`src/rtl/cru_pkg.sv`:
```
// rtl/cru_pkg.sv - shared CRU decode constants, FSM state type and address helpers
package cru_pkg;

    localparam logic [1:0] CRU_PERIPH_PREFIX = 2'b01;
    localparam logic [3:0] CARD_SAMS         = 4'hE;
    localparam logic [3:0] CARD_RS232        = 4'h3;
    localparam logic [3:0] CARD_FDC          = 4'h1;

    typedef enum logic [1:0] {IDLE, QUAL, ISSUE, WAITLO} cru_state_t;

    function automatic logic in_periph(input logic [12:0] address);
        return address[12:11] == CRU_PERIPH_PREFIX;
    endfunction

endpackage

```
`src/rtl/cru_pulse_filter.sv`:
```
// rtl/cru_pulse_filter.sv - CRUCLK synchroniser, glitch filter and one-shot write_fire generator
module cru_pulse_filter
    import cru_pkg::*;
#(
    parameter int FILTER_CYCLES = 2
) (
    input  logic        clk,
    input  logic        reset,
    input  logic        cruclk,
    input  logic        memen,
    input  logic [12:0] cru_address,
    input  logic        cruout,
    output logic        write_fire,
    output logic [12:0] write_address,
    output logic        write_data
);

    logic       sync1, sync2;
    logic [1:0] fill;
    logic [2:0] count, count_next;
    logic [3:0] count_inc;
    logic       latch;
    cru_state_t state, state_next;

    assign count_inc = {1'b0, count} + 4'd1;

    // Reset parks in WAITLO; it only falls through to IDLE once the synchroniser has
    // refilled and shows cruclk low, so a pulse spanning reset never issues a write.
    always_ff @(posedge clk) begin
        if (reset) begin
            sync1         <= 1'b0;
            sync2         <= 1'b0;
            fill          <= 2'd0;
            state         <= WAITLO;
            count         <= 3'd0;
            write_address <= 13'd0;
            write_data    <= 1'b0;
        end else begin
            sync1 <= cruclk;
            sync2 <= sync1;
            if (fill != 2'd2) fill <= fill + 2'd1;
            state <= state_next;
            count <= count_next;
            if (latch) begin
                write_address <= cru_address;
                write_data    <= cruout;
            end
        end
    end

    always_comb begin
        state_next = state;
        count_next = count;
        latch      = 1'b0;
        write_fire = 1'b0;
        case (state)
            IDLE: begin
                if (sync2 && memen) begin
                    state_next = QUAL;
                    count_next = 3'd1;
                end
            end
            QUAL: begin
                if (!sync2 || !memen) begin
                    state_next = IDLE;
                    count_next = 3'd0;
                end else if (count_inc >= FILTER_CYCLES[3:0]) begin
                    state_next = ISSUE;
                    count_next = 3'd0;
                    latch      = 1'b1;
                end else begin
                    count_next = count_inc[2:0];
                end
            end
            ISSUE: begin
                write_fire = 1'b1;
                state_next = WAITLO;
            end
            WAITLO: begin
                if (!sync2 && fill == 2'd2) state_next = IDLE;
            end
            default: state_next = IDLE;
        endcase
    end

endmodule

```
`src/rtl/cru_bus_decoder.sv`:
```
// rtl/cru_bus_decoder.sv - peripheral CRU decode, card-select/SAMS registers, write strobes and CRUIN readback
module cru_bus_decoder
    import cru_pkg::*;
#(
    parameter int FILTER_CYCLES = 2,
    parameter bit EXCLUSIVE_SEL = 1'b1,
    parameter int SAMS_CARD     = 14
) (
    input  logic        clk,
    input  logic        reset,
    input  logic        cruclk,
    input  logic        memen,
    input  logic [12:0] cru_address,
    input  logic        cruout,
    input  logic        cruin_ext,
    output logic        cruin,
    output logic [15:0] cru_cardsel,
    output logic        sams_transparent,
    output logic        bit_wr_strobe,
    output logic [3:0]  bit_wr_card,
    output logic [6:0]  bit_wr_index,
    output logic        bit_wr_data
);

    logic        write_fire;
    logic [12:0] write_address;
    logic        write_data;
    logic [3:0]  w_card, r_card;
    logic [6:0]  w_index, r_index;
    logic        read_bit;

    cru_pulse_filter #(.FILTER_CYCLES(FILTER_CYCLES)) u_filter (
        .clk           (clk),
        .reset         (reset),
        .cruclk        (cruclk),
        .memen         (memen),
        .cru_address   (cru_address),
        .cruout        (cruout),
        .write_fire    (write_fire),
        .write_address (write_address),
        .write_data    (write_data)
    );

    assign w_card  = write_address[10:7];
    assign w_index = write_address[6:0];
    assign r_card  = cru_address[10:7];
    assign r_index = cru_address[6:0];

    always_ff @(posedge clk) begin
        if (reset) begin
            cru_cardsel      <= 16'h0000;
            sams_transparent <= 1'b0;
            bit_wr_strobe    <= 1'b0;
            bit_wr_card      <= 4'd0;
            bit_wr_index     <= 7'd0;
            bit_wr_data      <= 1'b0;
            cruin            <= 1'b0;
        end else begin
            bit_wr_strobe <= 1'b0;
            cruin         <= read_bit;
            if (write_fire && in_periph(write_address)) begin
                if (w_index == 7'd0) begin
                    if (EXCLUSIVE_SEL && write_data) cru_cardsel <= 16'h0001 << w_card;
                    else cru_cardsel[w_card] <= write_data;
                end else begin
                    if (w_card == SAMS_CARD[3:0] && w_index == 7'd1) sams_transparent <= write_data;
                    bit_wr_strobe <= 1'b1;
                    bit_wr_card   <= w_card;
                    bit_wr_index  <= w_index;
                    bit_wr_data   <= write_data;
                end
            end
        end
    end

    always_comb begin
        read_bit = 1'b0;
        if (in_periph(cru_address)) begin
            if (r_index == 7'd0) read_bit = cru_cardsel[r_card];
            else if (r_card == SAMS_CARD[3:0] && r_index == 7'd1) read_bit = sams_transparent;
            else read_bit = cruin_ext;
        end
    end

endmodule
```
`config.mk`:
```
export PLATFORM = sky130hd
export DESIGN_NAME = cru_bus_decoder
export DESIGN_NICKNAME = d
export VERILOG_FILES = /design/src/rtl/cru_pkg.sv /design/src/rtl/cru_pulse_filter.sv /design/src/rtl/cru_bus_decoder.sv
export SDC_FILE = /design/constraint.sdc
export NUM_CORES = 1
export LEC_CHECK = 0
export CORE_MARGIN = 4
export CORE_UTILIZATION = 51
export CTS_CLUSTER_SIZE = 12
export DETAILED_ROUTE_END_ITERATION = 16
export HOLD_SLACK_MARGIN = 0.12
export PLACE_DENSITY_LB_ADDON = 0.05
export SETUP_SLACK_MARGIN = 0.4
export SKIP_LAST_GASP = 1
export SLEW_MARGIN = 20
export SYNTH_ARGS = -nofsm -noshare
export SYNTH_HDL_FRONTEND = slang
export SYNTH_SLANG_ARGS = --single-unit
```
`constraint.sdc`:
```
create_clock -name clk -period 2.7 [get_ports clk]
set_clock_uncertainty 0.15 [all_clocks]
set_input_delay 0.405 -clock clk [delete_from_list [all_inputs] [get_ports clk]]
set_output_delay 0.405 -clock clk [all_outputs]
set_load 0.05 [all_outputs]
```
==> flow_summary.ini <==
[outcome]
status = completed

[drt]
first_pass_iters = 4
via_count = 2069
wl_um = 5510
routed_via_density = 5.29
routed-wl-met2_um = 2630
wl_met1_um = 2570
routed.top_layer = met4
drc_errors = 0
antenna_left = 0
routedWlPerCell_um = 14.1
drt-initial-drc-count = 97
dr_wl_met3_um = 243

[timing]
rsz0062_at_grt = false
min_period_ns = 2.09
tns_ns = 0
period_share_pct = 77.4
max_slew.worst_pin.slew_ns = 0.557
max-slew-margin-rel_pct = 62.8
fin_worst_hold_slack_ns = 0.295
maxClockFrequency_mhz = 479
hold_viol = 0
setup_violations = 0
report.final.slew_viol_count = 0

[min_path]
hold_path_class = flip-flop to flip-flop
holdPathStages = 2

[yosys]
ys_ff_latch = 54
synth-main-ff-cell = dfxtp_1
synth_edf_count = 0
synth_cells = 281
synth_cell_types = 38
netlist_area_mm2 = 0.00249
synth_nets = 303
syn_area_per_cell_um2 = 8.87
yosysSeqAreaShare_pct = 43.4
async_reset_ff_share_pct = 0
yosysWarnings = 0

[cts]
clockBufferDepth = 2
clkTransAtPathRegs_ns = 0.09
numClockSinks = 54
ctsHoldBuffers = 0
root_buffer = clkbuf_8
htree_num_levels = 2
numCtsBuffers = 5
worstSkewPairLatency_ns = 0.30
cts_tree = done

[finish]
finalInstanceArea_mm2 = 0.00313
layout.nets = 345
mostFrequentLayoutCells = 54 x dfxtp_1, 48 x clkdlybuf4s50_1, 39 x nor2_1
n_antenna_cell = 0
syn2layout_area_growth_pct = 25.6
drive_gt1_share_pct = 8.02
final_common_cell = dfxtp_1

[worst_setup_path]
cp_max_fo = 9
critPathRequiredTime_ns = 2.75
r2r_start = u_filter.state[0]
worstSetupStartpoint = cru_address[8]
crit_type = input port to flip-flop
r2r_slack_ns = 0.66
r2r-end = cru_cardsel[1]
critPathCapture = cruin
endpoint_kind = flip-flop
crit_arrival_ns = 2.14
reg2reg_depth = 5
critPathLaunchType = input port

[pwr]
p_switching_mw = 0.352
p_seq_share_pct = 55.7
combPwrFrac_pct = 9.2
leakage_nw = 1.24
clkPwrFrac_pct = 35.1
power.internal_mw = 1.17
swShare_pct = 23.1
ir_drop_uv = 232
power.density_mw_per_mm2 = 487

[die]
initial_core_util_pct = 52.7
std_cell_rows = 25
die_w_um = 77.9
core_region_area_mm2 = 0.00472
die_area_mm2 = 0.00607
io_pins = 50
die_h_um = 77.9

[global_route]
grt_antenna_before_repair = 0
grt_usage_pct = 18.8
grt_max_degree = 31
grt_pass1_vias = 1920
grt_pass1_wl_um = 9150
overflow = 0

[place]
placedInstanceArea_mm2 = 0.00300
globalplace.congestion = 0.878
dp_hpwl_um = 3950
port-buffer-count = 49

[run]
cap_violations = 0
-- cells by family after synthesis --
group | synth area share [%]
xor+xnor | 0.352
mux | 13.2
buf+inv | 4.42
compound gates | 15.6
simple gates | 21.6
fa+ha+maj | 1.51
flops | 43.4
-- what timing repair did --
action / CTS / global route
setup endpoints to repair: 1 / 2
resized for setup: 0 / 1
pin swaps: 1 / 0
buffers inserted: 1 / 0
-- worst min-delay path by stage --
stage	startpoint	end	slack (ns)
after global placement	u_filter.sync1	u_filter.sync2	0.27
after detailed placement	u_filter.sync1	u_filter.sync2	0.28
after CTS	u_filter.count[2]	u_filter.count[2]	0.30
after global routing	u_filter.count[2]	u_filter.count[2]	0.32
final	u_filter.count[2]	u_filter.count[2]	0.30
after floorplan	u_filter.sync1	u_filter.sync2	0.26
-- power groups by stage --
stage	logic (mW)	registers, mW	clock network, mW
after floorplan	0.0948	0.863	0
after global placement	0.140	0.867	0
after detailed placement	0.141	0.868	0
after CTS	0.142	0.850	0.544
after global routing	0.159	0.855	0.583
final	0.140	0.849	0.534
-- layout make-up --
cell class	count	area (µm²)
clock buffer	6	72.6
clock inverter	2	37.5
fill	439	1590
inverter	5	18.8
multi-input combinational	203	1300
sequential	54	1080
tap	67	83.8
timing repair buffer	54	536
-- cells in the mapped netlist (4+ instances only) --
cell	instances	share of area, %
dfxtp_1	54	43
nor2_1	39	5.9
a21oi_1	37	7.4
nand2_1	32	4.8
mux2i_1	26	10
o21ai_0	17	3.4
clkbuf_1	14	2.1
nor2b_1	8	2.0
a31oi_1	7	1.8
inv_1	5	0.75
nor3_1	4	0.80
-- flip-flops by register name, indices dropped and copies added (netlist names), 2 cells and up, named ones only --
register and flops:
cru_cardsel 16, u_filter.write_address 13, bit_wr_card 4, u_filter.fill 2
bit_wr_index 7, u_filter.count 3
-- worst max-delay path, stage by stage --
cell and delay, ns:
clkdlybuf4s50_1 0.76, mux4_2 0.57, mux2i_1 0.14, nand3b_1 0.08, and4_1 0.18
-- stage by stage --
| step | total power [mW] | setup WS, ns | instances | utilization, % |
|---|---|---|---|---|
| 2_1_floorplan | 0.958 | 0.789 | 281 | - |
| 3_3_place_gp | 1.01 | 0.323 | 382 | 63.5 |
| 5_1_grt | 1.60 | 0.485 | 391 | 66.3 |
| 6_report | 1.52 | 0.612 | 391 | 66.3 |
| 4_1_cts | 1.54 | 0.555 | 391 | 66.3 |
| 3_5_place_dp | 1.01 | 0.293 | 382 | 63.5 |
-- layer usage --
metal  up-vias  track usage [%]
met3         7             3.60
met5         -                0
met1       950             24.0
met2        52             31.8
met4         0             6.29
li1       1060                -
Note: power is estimated with default switching activity, not from simulation.
